**src/rtl/fetch_pkg.sv**
```systemverilog
// fetch_pkg: shared definitions for the instruction-fetch stage.
//   XLEN_DEF      - default instruction / PC width
//   NOP_INST      - word returned for a faulting fetch
//   fetch_entry_t - output queue entry {inst, pc, fault} at the default width
//   entry_width() - packed width of one queue entry for a given XLEN
package fetch_pkg;

    localparam int XLEN_DEF = 32;

    localparam logic [XLEN_DEF-1:0] NOP_INST = '0;

    typedef struct packed {
        logic [XLEN_DEF-1:0] inst;
        logic [XLEN_DEF-1:0] pc;
        logic                fault;
    } fetch_entry_t;

    function automatic int entry_width(input int xlen);
        return 2 * xlen + 1;
    endfunction

endpackage

```
**src/rtl/fetch_unit_if.sv**
```systemverilog
// fetch_unit_if: program-load, redirect and decode-side handshake bundle.
//   imem_we/imem_waddr/imem_wdata - instruction memory write port
//   redirect_valid/redirect_pc    - restart fetch at a new word address
//   out_valid/out_ready           - valid/ready handshake towards decode
//   out_inst/out_pc/out_pc_next   - delivered instruction and its PCs
//   out_fault                     - delivered PC lies outside the memory
// master: the fetch unit.  slave: the decode / loader side.
interface fetch_unit_if #(
    parameter int XLEN = fetch_pkg::XLEN_DEF,
    parameter int AW   = 5
);
    logic            imem_we;
    logic [AW-1:0]   imem_waddr;
    logic [XLEN-1:0] imem_wdata;
    logic            redirect_valid;
    logic [XLEN-1:0] redirect_pc;
    logic            out_valid;
    logic            out_ready;
    logic [XLEN-1:0] out_inst;
    logic [XLEN-1:0] out_pc;
    logic [XLEN-1:0] out_pc_next;
    logic            out_fault;

    modport master (
        input  imem_we, imem_waddr, imem_wdata, redirect_valid, redirect_pc, out_ready,
        output out_valid, out_inst, out_pc, out_pc_next, out_fault
    );

    modport slave (
        output imem_we, imem_waddr, imem_wdata, redirect_valid, redirect_pc, out_ready,
        input  out_valid, out_inst, out_pc, out_pc_next, out_fault
    );
endinterface

```
**src/rtl/fetch_queue.sv**
```systemverilog
// fetch_queue: synchronous FIFO holding fetched entries until decode takes them.
//   clk, rst  - clock, synchronous active-high reset
//   clear_i   - drop every entry (redirect)
//   push_i    - write din_i at the tail
//   pop_i     - retire the head entry
//   din_i     - entry to push
//   head_o    - current head entry
//   count_o   - number of valid entries
module fetch_queue #(
    parameter int DEPTH = 2,
    parameter int W     = 65
) (
    input  logic                       clk,
    input  logic                       rst,
    input  logic                       clear_i,
    input  logic                       push_i,
    input  logic                       pop_i,
    input  logic [W-1:0]               din_i,
    output logic [W-1:0]               head_o,
    output logic [$clog2(DEPTH+1)-1:0] count_o
);
    localparam int PW = $clog2(DEPTH);
    localparam int CW = $clog2(DEPTH + 1);

    logic [W-1:0]  mem_q [DEPTH];
    logic [PW-1:0] rd_q, wr_q;
    logic [CW-1:0] count_q;

    // Pointers wrap explicitly so DEPTH need not be a power of two.
    function automatic logic [PW-1:0] ptr_inc(input logic [PW-1:0] p);
        return (p == PW'(DEPTH - 1)) ? '0 : p + 1'b1;
    endfunction

    always_ff @(posedge clk) begin
        if (rst || clear_i) begin
            rd_q    <= '0;
            wr_q    <= '0;
            count_q <= '0;
        end else begin
            if (push_i) wr_q <= ptr_inc(wr_q);
            if (pop_i)  rd_q <= ptr_inc(rd_q);
            count_q <= count_q + CW'(push_i) - CW'(pop_i);
        end
    end

    // Storage needs no reset; the pointers and count define what is valid.
    always_ff @(posedge clk) begin
        if (push_i) mem_q[wr_q] <= din_i;
    end

    assign head_o  = mem_q[rd_q];
    assign count_o = count_q;
endmodule

```
**src/rtl/fetch_unit.sv**
```systemverilog
// fetch_unit: clocked instruction-fetch stage.
// Holds the fetch PC, reads a word-addressed instruction memory with one
// cycle of latency, buffers results in fetch_queue and hands them to decode
// over a valid/ready handshake. A redirect flushes everything in flight.
//   clk  - clock, all state updates on the rising edge
//   rst  - synchronous active-high reset
//   bus  - fetch_unit_if.master (program load, redirect, decode handshake)
// Build option: FETCH_FAULT_EN - PCs >= IMEM_DEPTH return NOP with
//   out_fault=1 and halt fetch until a redirect; when undefined the memory
//   index uses the low PC bits and fetch wraps.
module fetch_unit
    import fetch_pkg::*;
#(
    parameter int              XLEN        = XLEN_DEF,
    parameter int              IMEM_DEPTH  = 32,
    parameter logic [XLEN-1:0] RESET_PC    = '0,
    parameter int              QUEUE_DEPTH = 2
) (
    input  logic         clk,
    input  logic         rst,
    fetch_unit_if.master bus
);
    localparam int AW = $clog2(IMEM_DEPTH);
    localparam int EW = entry_width(XLEN);
    localparam int CW = $clog2(QUEUE_DEPTH + 1);
    localparam int OW = CW + 1;

    logic [XLEN-1:0] imem [IMEM_DEPTH];

    logic [XLEN-1:0] fetch_pc_q, fetch_pc_d;
    logic            rvalid_q, rvalid_d;
    logic            halted_q, halted_d;
    logic [XLEN-1:0] rdata_q;
    logic [XLEN-1:0] rpc_q;
    logic            rfault_q;

    logic [CW-1:0]   q_count;
    logic [EW-1:0]   q_head;
    logic            out_valid_w, pop, push, issue, pc_fault;
    logic [OW-1:0]   occ;

    always_ff @(posedge clk) begin
        if (bus.imem_we) imem[bus.imem_waddr] <= bus.imem_wdata;
    end

`ifdef FETCH_FAULT_EN
    assign pc_fault = (fetch_pc_q >= XLEN'(IMEM_DEPTH));
`else
    assign pc_fault = 1'b0;
`endif

    assign out_valid_w = (q_count != '0);
    assign pop         = out_valid_w & bus.out_ready;
    assign push        = rvalid_q & ~bus.redirect_valid;

    // Credit: entries that will occupy the queue after this edge. Issuing
    // only while below depth guarantees the queue never overflows.
    assign occ   = OW'(q_count) + OW'(rvalid_q) - OW'(pop);
    assign issue = (occ < OW'(QUEUE_DEPTH)) && !halted_q && !bus.redirect_valid;

    always_comb begin
        fetch_pc_d = fetch_pc_q;
        rvalid_d   = rvalid_q;
        halted_d   = halted_q;
        if (bus.redirect_valid) begin
            fetch_pc_d = bus.redirect_pc;
            rvalid_d   = 1'b0;
            halted_d   = 1'b0;
        end else begin
            rvalid_d = issue;
            if (issue) begin
                fetch_pc_d = fetch_pc_q + 1'b1;
                if (pc_fault) halted_d = 1'b1;
            end
        end
    end

    always_ff @(posedge clk) begin
        if (rst) begin
            fetch_pc_q <= RESET_PC;
            rvalid_q   <= 1'b0;
            halted_q   <= 1'b0;
        end else begin
            fetch_pc_q <= fetch_pc_d;
            rvalid_q   <= rvalid_d;
            halted_q   <= halted_d;
        end
    end

    // Read stage: nonblocking read returns the old word on a same-cycle write.
    always_ff @(posedge clk) begin
        if (issue) begin
            rdata_q  <= pc_fault ? XLEN'(NOP_INST) : imem[fetch_pc_q[AW-1:0]];
            rpc_q    <= fetch_pc_q;
            rfault_q <= pc_fault;
        end
    end

    fetch_queue #(
        .DEPTH (QUEUE_DEPTH),
        .W     (EW)
    ) u_queue (
        .clk     (clk),
        .rst     (rst),
        .clear_i (bus.redirect_valid),
        .push_i  (push),
        .pop_i   (pop),
        .din_i   ({rdata_q, rpc_q, rfault_q}),
        .head_o  (q_head),
        .count_o (q_count)
    );

    // Outputs read as zero whenever nothing valid is presented, so stale
    // queue storage never shows on the bus after reset or a flush.
    assign bus.out_valid   = out_valid_w;
    assign bus.out_inst    = out_valid_w ? q_head[EW-1 -: XLEN] : '0;
    assign bus.out_pc      = out_valid_w ? q_head[XLEN:1] : '0;
    assign bus.out_pc_next = out_valid_w ? q_head[XLEN:1] + 1'b1 : '0;
    assign bus.out_fault   = out_valid_w & q_head[0];
endmodule
```
**src/flat_wrapper.sv**
```systemverilog
// flat-port wrapper written by rule: the top's interface ports become plain ports
module fetch_unit_flat import fetch_pkg::*;
#(
    parameter int              XLEN        = XLEN_DEF,
    parameter int              IMEM_DEPTH  = 32,
    parameter logic [XLEN-1:0] RESET_PC    = '0,
    parameter int              QUEUE_DEPTH = 2
)
  (clk, rst, bus_imem_we, bus_imem_waddr, bus_imem_wdata, bus_redirect_valid, bus_redirect_pc, bus_out_ready, bus_out_valid, bus_out_inst, bus_out_pc, bus_out_pc_next, bus_out_fault);
  fetch_unit_if #(.XLEN(XLEN)) bus_i ();
  input  logic clk;
  input  logic rst;
  input wire logic [$bits(bus_i.imem_we)-1:0] bus_imem_we;
  input wire logic [$bits(bus_i.imem_waddr)-1:0] bus_imem_waddr;
  input wire logic [$bits(bus_i.imem_wdata)-1:0] bus_imem_wdata;
  input wire logic [$bits(bus_i.redirect_valid)-1:0] bus_redirect_valid;
  input wire logic [$bits(bus_i.redirect_pc)-1:0] bus_redirect_pc;
  input wire logic [$bits(bus_i.out_ready)-1:0] bus_out_ready;
  output wire logic [$bits(bus_i.out_valid)-1:0] bus_out_valid;
  output wire logic [$bits(bus_i.out_inst)-1:0] bus_out_inst;
  output wire logic [$bits(bus_i.out_pc)-1:0] bus_out_pc;
  output wire logic [$bits(bus_i.out_pc_next)-1:0] bus_out_pc_next;
  output wire logic [$bits(bus_i.out_fault)-1:0] bus_out_fault;
  assign bus_i.imem_we = bus_imem_we;
  assign bus_i.imem_waddr = bus_imem_waddr;
  assign bus_i.imem_wdata = bus_imem_wdata;
  assign bus_i.redirect_valid = bus_redirect_valid;
  assign bus_i.redirect_pc = bus_redirect_pc;
  assign bus_i.out_ready = bus_out_ready;
  assign bus_out_valid = bus_i.out_valid;
  assign bus_out_inst = bus_i.out_inst;
  assign bus_out_pc = bus_i.out_pc;
  assign bus_out_pc_next = bus_i.out_pc_next;
  assign bus_out_fault = bus_i.out_fault;
  fetch_unit #(.XLEN(XLEN), .IMEM_DEPTH(IMEM_DEPTH), .RESET_PC(RESET_PC), .QUEUE_DEPTH(QUEUE_DEPTH)) u_core (.clk(clk), .rst(rst), .bus(bus_i));
endmodule
```
**config.mk**
```make
export PLATFORM = sky130hd
export DESIGN_NAME = fetch_unit_flat
export DESIGN_NICKNAME = d
export VERILOG_FILES = /design/src/rtl/fetch_pkg.sv /design/src/rtl/fetch_unit_if.sv /design/src/rtl/fetch_queue.sv /design/src/rtl/fetch_unit.sv /design/src/flat_wrapper.sv
export SDC_FILE = /design/constraint.sdc
export NUM_CORES = 1
export LEC_CHECK = 0
export BUFFER_PORTS_ARGS = -buffer_cell sky130_fd_sc_hd__buf_2
export CAP_MARGIN = 20
export CORE_AREA = 8 8 384 386
export CTS_CLUSTER_SIZE = 10
export DETAILED_ROUTE_END_ITERATION = 16
export DIE_AREA = 0 0 392 394
export SYNTH_ARGS = -nofsm -noshare
export SYNTH_HDL_FRONTEND = slang
export SYNTH_SLANG_ARGS = --single-unit
```
**constraint.sdc**
```tcl
create_clock -name clk -period 7 [get_ports clk]
set_input_delay 1.4 -clock clk [delete_from_list [all_inputs] [get_ports clk]]
set_output_delay 1.4 -clock clk [all_outputs]
set_load 0.005 [all_outputs]
```
== Yosys cells after proc, flatten, opt, wreduce, memory -nomap -nowiden ==
Memories as Yosys holds them, arrays and structs flattened. A register that Yosys moved wholly into a read port is not among the register bits.
Index checks and enable logic that the tools add are counted.

* Register bits: 69
* Memory bits (writable): 1152
* Memories kept: 2

{| class="wikitable"
|+ Memories
! name !! words !! bits a word !! read ports !! clocked after memory_dff !! write ports !! RTL line !! text
|-
| u_core.imem || 32 || 32 || 1 || 1 || 1 || fetch_unit.sv:28 || <nowiki>logic [XLEN-1:0] imem [IMEM_DEPTH];</nowiki>
|-
| u_core.u_queue.mem_q || 2 || 64 || 1 || 1 || 1 || fetch_queue.sv:25 || <nowiki>logic [W-1:0] mem_q [DEPTH];</nowiki>
|}

* Order comparisons: 1
* Add/sub/neg operators: 8
* Bitwise gates (word level): 4
* Multiplexer cells: 13
* Reduce and logical (&&, ||, !) cells: 6

{| class="wikitable"
|+ Operators by type and width
! kind !! count
|-
| two-way mux 32 bit || 5
|-
| adder 32 x 1 -> 32 bit (second input constant) || 2
|-
| two-way mux 1 bit || 8
|-
| nonzero test 2 bit || 2
|-
| adder 2 x 1 -> 3 bit || 1
|-
| less-than comparator 3 x 2 -> 1 bit (second input constant) || 1
|-
| subtractor 3 x 1 -> 3 bit || 1
|-
| adder 1 bit (second input constant) || 2
|-
| adder 2 x 1 -> 2 bit || 1
|-
| AND 1 bit || 2
|-
| OR reduction 2 bit || 1
|-
| subtractor 2 x 1 -> 2 bit || 1
|-
| AND 1 bit (second input constant) || 1
|-
| logical AND 1 bit || 1
|-
| zero test 1 bit || 1
|-
| logical OR 1 bit || 1
|-
| NOT 1 bit || 1
|}

== Logic depth before layout (Yosys ltp) ==
* Word-level depth: 7
* Mapped depth: 11

== By module ==
Synthesis repeated with hierarchy kept, for this count alone.

* Cell total of the unflattened synthesis: 2452
* Area, all modules: 48925.7 sq um

{| class="wikitable"
|+ Modules (own cells, without submodules)
! module !! times used !! sequential area each (sq um) !! area each (sq um) !! cells each
|-
| fetch_unit || 1 || 33332.0 || 43817.0 || 2231
|-
| fetch_queue || 1 || 4003.8 || 5108.6 || 221
|}

== Least setup slack after synthesis ==
OpenSTA, ideal clock, no wires.

* Kind: input -> register
* Start: input port bus_out_ready
* End: register u_core.rdata_q[0] (read register of u_core.imem) (enable)
* Slack: 1.183 ns
* Required time: 6.513 ns
* Stages: 6
* Data arrival time: 5.330 ns
* Buffers on the path: 0
* Cells stage by stage: xor2_1 nand2_1 fa_1 xnor2_1 nand2_1 nor2_1

* Cells in the longest elaborated chain, start to end: 4

{| class="wikitable"
|+ Ends and longest elaborated chain
! what !! RTL line !! text
|-
| from (decl) || flat_wrapper.sv:18 || <nowiki>input wire logic [$bits(bus_i.out_ready)-1:0] bus_out_ready;</nowiki>
|-
| AND 1 bit || fetch_unit.sv:53 || <nowiki>assign pop = out_valid_w & bus.out_ready;</nowiki>
|-
| subtractor 3 x 1 -> 3 bit || fetch_unit.sv:58 || <nowiki>assign occ = OW'(q_count) + OW'(rvalid_q) - OW'(pop);</nowiki>
|-
| less-than comparator 3 x 2 -> 1 bit || fetch_unit.sv:59 || <nowiki>assign issue = (occ < OW'(QUEUE_DEPTH)) && !halted_q && !bus.redirect_valid;</nowiki>
|-
| logical AND 1 bit || fetch_unit.sv:59 ||
|-
| net u_core.issue || fetch_unit.sv:39 || <nowiki>logic out_valid_w, pop, push, issue, pc_fault;</nowiki>
|-
| to (decl) || fetch_unit.sv:33 || <nowiki>logic [XLEN-1:0] rdata_q;</nowiki>
|}

The timed path passes the listed nets, and every way through them passes these cells.
A chain may end at the register's enable or synchronous reset.

==> qor.yml <==
status:
  outcome: "completed"
cts:
  path_clk_slew_ns: 0.05
  cts_tree: "built"
  ctsResizeCount: 0
  cts-root-buf: "clkbuf_16"
  htreeDepth: 4
  cts_num_sinks: 1254
  cts_buffers: 145
  ctsHoldBuffers: 0
  cts_buffer_depth: 3
  worstSkewPairLatency_ns: 0.73
  cts_setup_buffers: 0
floorplanning:
  die_w_um: 392
  rows: 138
  ios: 172
  die_h_um: 394
  coreArea_sq_mm: 0.141
  initial_core_util: 0.348
  die-area_sq_mm: 0.154
setup_path:
  critical_path.cell_chain: "mux2_2 > ha_1 > inv_1 > a211oi_1 > nand4_1 > nor3_1 > mux2_2 > buf_2"
  max_stage_delay_ns: 0.76
  end_kind: "primary output"
  slowest_stage: "a211oi_1"
  crit_type: "reg -> out"
  critPathBufInv: 2
  critPathArrivalTime_ns: 4.26
  cp.required_ns: 5.60
  cpLargestDelayFamily: "simple AND/OR/NAND/NOR gates"
  cp_max_fo: 47
  setup.worst_path.start_class: "flip-flop"
  cpMostUsedCell: "mux2_2"
route:
  via_per_inst: 5.21
  final_antenna_net_count: 0
  drt_iter0_drc: 1997
  vias: 24600
  drc_errors: 0
  dr.pass1.iters: 5
  wl_per_cell_um: 25.0
  wirelength_mm: 118
power_and_ir_drop:
  intPower_w: 0.0127
  pwr-share-comb: 0.061
  ir_drop_mv: 0.175
  p_per_area_mw_per_mm2: 285
  switching_share: 0.213
  clkPwrFrac: 0.410
  p_switching_w: 0.00344
  power.leakage_nw: 17.8
  total_power_w: 0.0161
  seqPwrFrac: 0.528
global_routing:
  overflow: 0
  grt_max_degree: 93
  grt_pass1_vias: 24800
  track_usage: 0.149
  grt_first_pass_wirelength_mm: 171
  antenna_found_initial: 15
timing:
  setup_ws_ns: 1.34
  slew_headroom: 0.282
  worst_pin_slew_ns: 1.08
  min_period_ns: 5.66
  finalSetupTns_ns: 0
  maxSlewViolCount: 0
  fmax_ghz: 0.177
  rsz0062_at_grt: "false"
  post-route-period-util: 0.809
  finClkSkew_ns: 0.0145
  setup_violations: 0
  hold_viol_final: 0
finish:
  area_delta_synth_final_pct: 15.2
  fillerInstances: 12600
  final_layout_size_suffix_gt1_frac: 0.239
  final_util: 0.401
  fin_nets: 2859
synth:
  synth_compound_gate_area_share: 0.0429
  ys_types: 57
  synth_nets: 2634
  ys_async_sr_fraction: 0
  avgSynthCellArea_sq_um: 19.2
  ys_warn_count: 0
  synth.top_cell.area_share: 0.744
  synthSimpleGateAreaFrac: 0.0331
  synth_area_sq_mm: 0.0491
  synth_top_family_by_area: "multiplexers"
  ys.flop_type: "edfxtp_1"
  synth_xor_area_frac: 0.00768
  syn_inst: 2556
  yosysSeqAreaShare: 0.760
  synth_edf_count: 1216
  synthTopCellsByArea: "edfxtp_1 (74%), mux4_2 (8.8%), mux2i_1 (4.5%)"
  synthMuxAreaShare: 0.142
  synthAdderAreaFrac: 0.00117
  yosys.area.top_type: "edfxtp_1"
  synth-seq-cells: 1254
place:
  dp_hpwl_mm: 67.1
  placement.io_buffers: 170
  pre_cts_ws_ns: 2.11
  gp_routability_congestion: 0.814
worst_hold_path:
  hold_class: "reg -> reg"
run:
  drv_cap: 0
[per-stage QoR]
| stage | std cells | hold WS, ns | instance area [sq um] |
|---|---|---|---|
| after floorplan | 2556 | 0.403 | 49100 |
| after global placement | 4523 | 0.422 | 52500 |
| after detailed placement | 4523 | 0.432 | 52500 |
| after CTS | 4711 | 0.443 | 56500 |
| after global routing | 4712 | 0.451 | 56500 |
| final | 4715 | 0.443 | 56500 |
[final cells by class]
cell class	count	area, sq um	area share
well taps	1890	2360	0.0418
flip-flops and latches	1254	37300	0.660
inverters	15	56.3	0.000996
clock inverters	15	183	0.00323
clock buffers	173	3840	0.0679
repair buffers	225	1350	0.0238
diodes	3	7.51	0.000133
multi-input cells	1140	11400	0.202
[cell usage after synthesis, drive strengths merged (33+ instances only)]
master,count
o21ai,44
a21oi,68
xnor2,37
nand2,52
clkbuf,92
nor2,151
dfxtp,38
mux2,40
mux4,192
mux2i,221
a22oi,38
edfxtp,1216
a221oi,33
buf,55
[layer usage]
layer,share of wire,up-vias,track usage
met5,0.00041,-,0
met4,0.021,8,0.0390
met2,0.49,735,0.249
li1,-,10800,-
met3,0.063,179,0.0336
met1,0.42,12800,0.195
[registers in the layout, indices dropped and copies added, names as in the netlist, named ones only]
name	count
u_core.u_queue.count_o	2
u_core.rpc_q	32
u_core.imem	1024
u_core.rdata_q	32
u_core.u_queue.wr_q	1
u_core.u_queue.mem_q	128
u_core.rvalid_q	1
u_core.u_queue.rd_q	1
u_core.fetch_pc_q	32
[worst paths after layout]
check | start | cells past startpoint | end | slack (ns)
min | u_core.rpc_q[22] | 0 | u_core.u_queue.mem_q[0][22] | 0.44
min reg2reg | u_core.rpc_q[22] | 0 | u_core.u_queue.mem_q[0][22] | 0.44
max | flip-flop | 8 | bus_out_pc_next[22] | 1.34
max reg2reg | u_core.u_queue.count_o[1] | 9 | u_core.rdata_q[10] | 2.94
[cell families (layout without fill, tap and decap cells)]
logic type | count (synthesis) | count (layout)
adders and majority gates | 4 | 4
xor gates and xnor gates | 43 | 43
AOI/OAI and AO/OA | 300 | 300
DFF | 1254 | 1254
buffers and inverters | 162 | 428
and+or+nand+nor | 339 | 339
other | 1 | 4
muxes | 453 | 453
[worst register-to-register path: stages, from the launching register on]
cell and delay, ns:
dfxtp_1 0.39, nor2_4 0.14, inv_1 0.31, nand2_1 0.27, nor2_1 0.10, fa_1 0.39
xnor2_1 0.48, nand2_1 0.32, nor2_4 0.68, buf_4 0.59
[power groups by stage]
stage | clock network (W) | registers (W) | logic, W
final | 0.00662 | 0.00851 | 0.000988
after floorplan | 0 | 0.00861 | 0.000641
after detailed placement | 0 | 0.00867 | 0.00100
after global routing | 0.00704 | 0.00853 | 0.00107
after CTS | 0.00676 | 0.00851 | 0.00101
after global placement | 0 | 0.00866 | 0.000996
[layout by cell type (no fill, tap or decap), types with 33 or more instances in the layout]
cell       instances
nor2_1           117
xnor2_1           37
a21oi_1           68
mux2i_1          221
mux4_2           192
o21ai_0           44
nor2_4            34
nand2_1           52
mux2_2            40
buf_2            170
buf_4             49
edfxtp_1        1216
clkbuf_16        150
a22oi_1           38
a221oi_1          33
No activity file was read; power rests on OpenSTA's default activity.
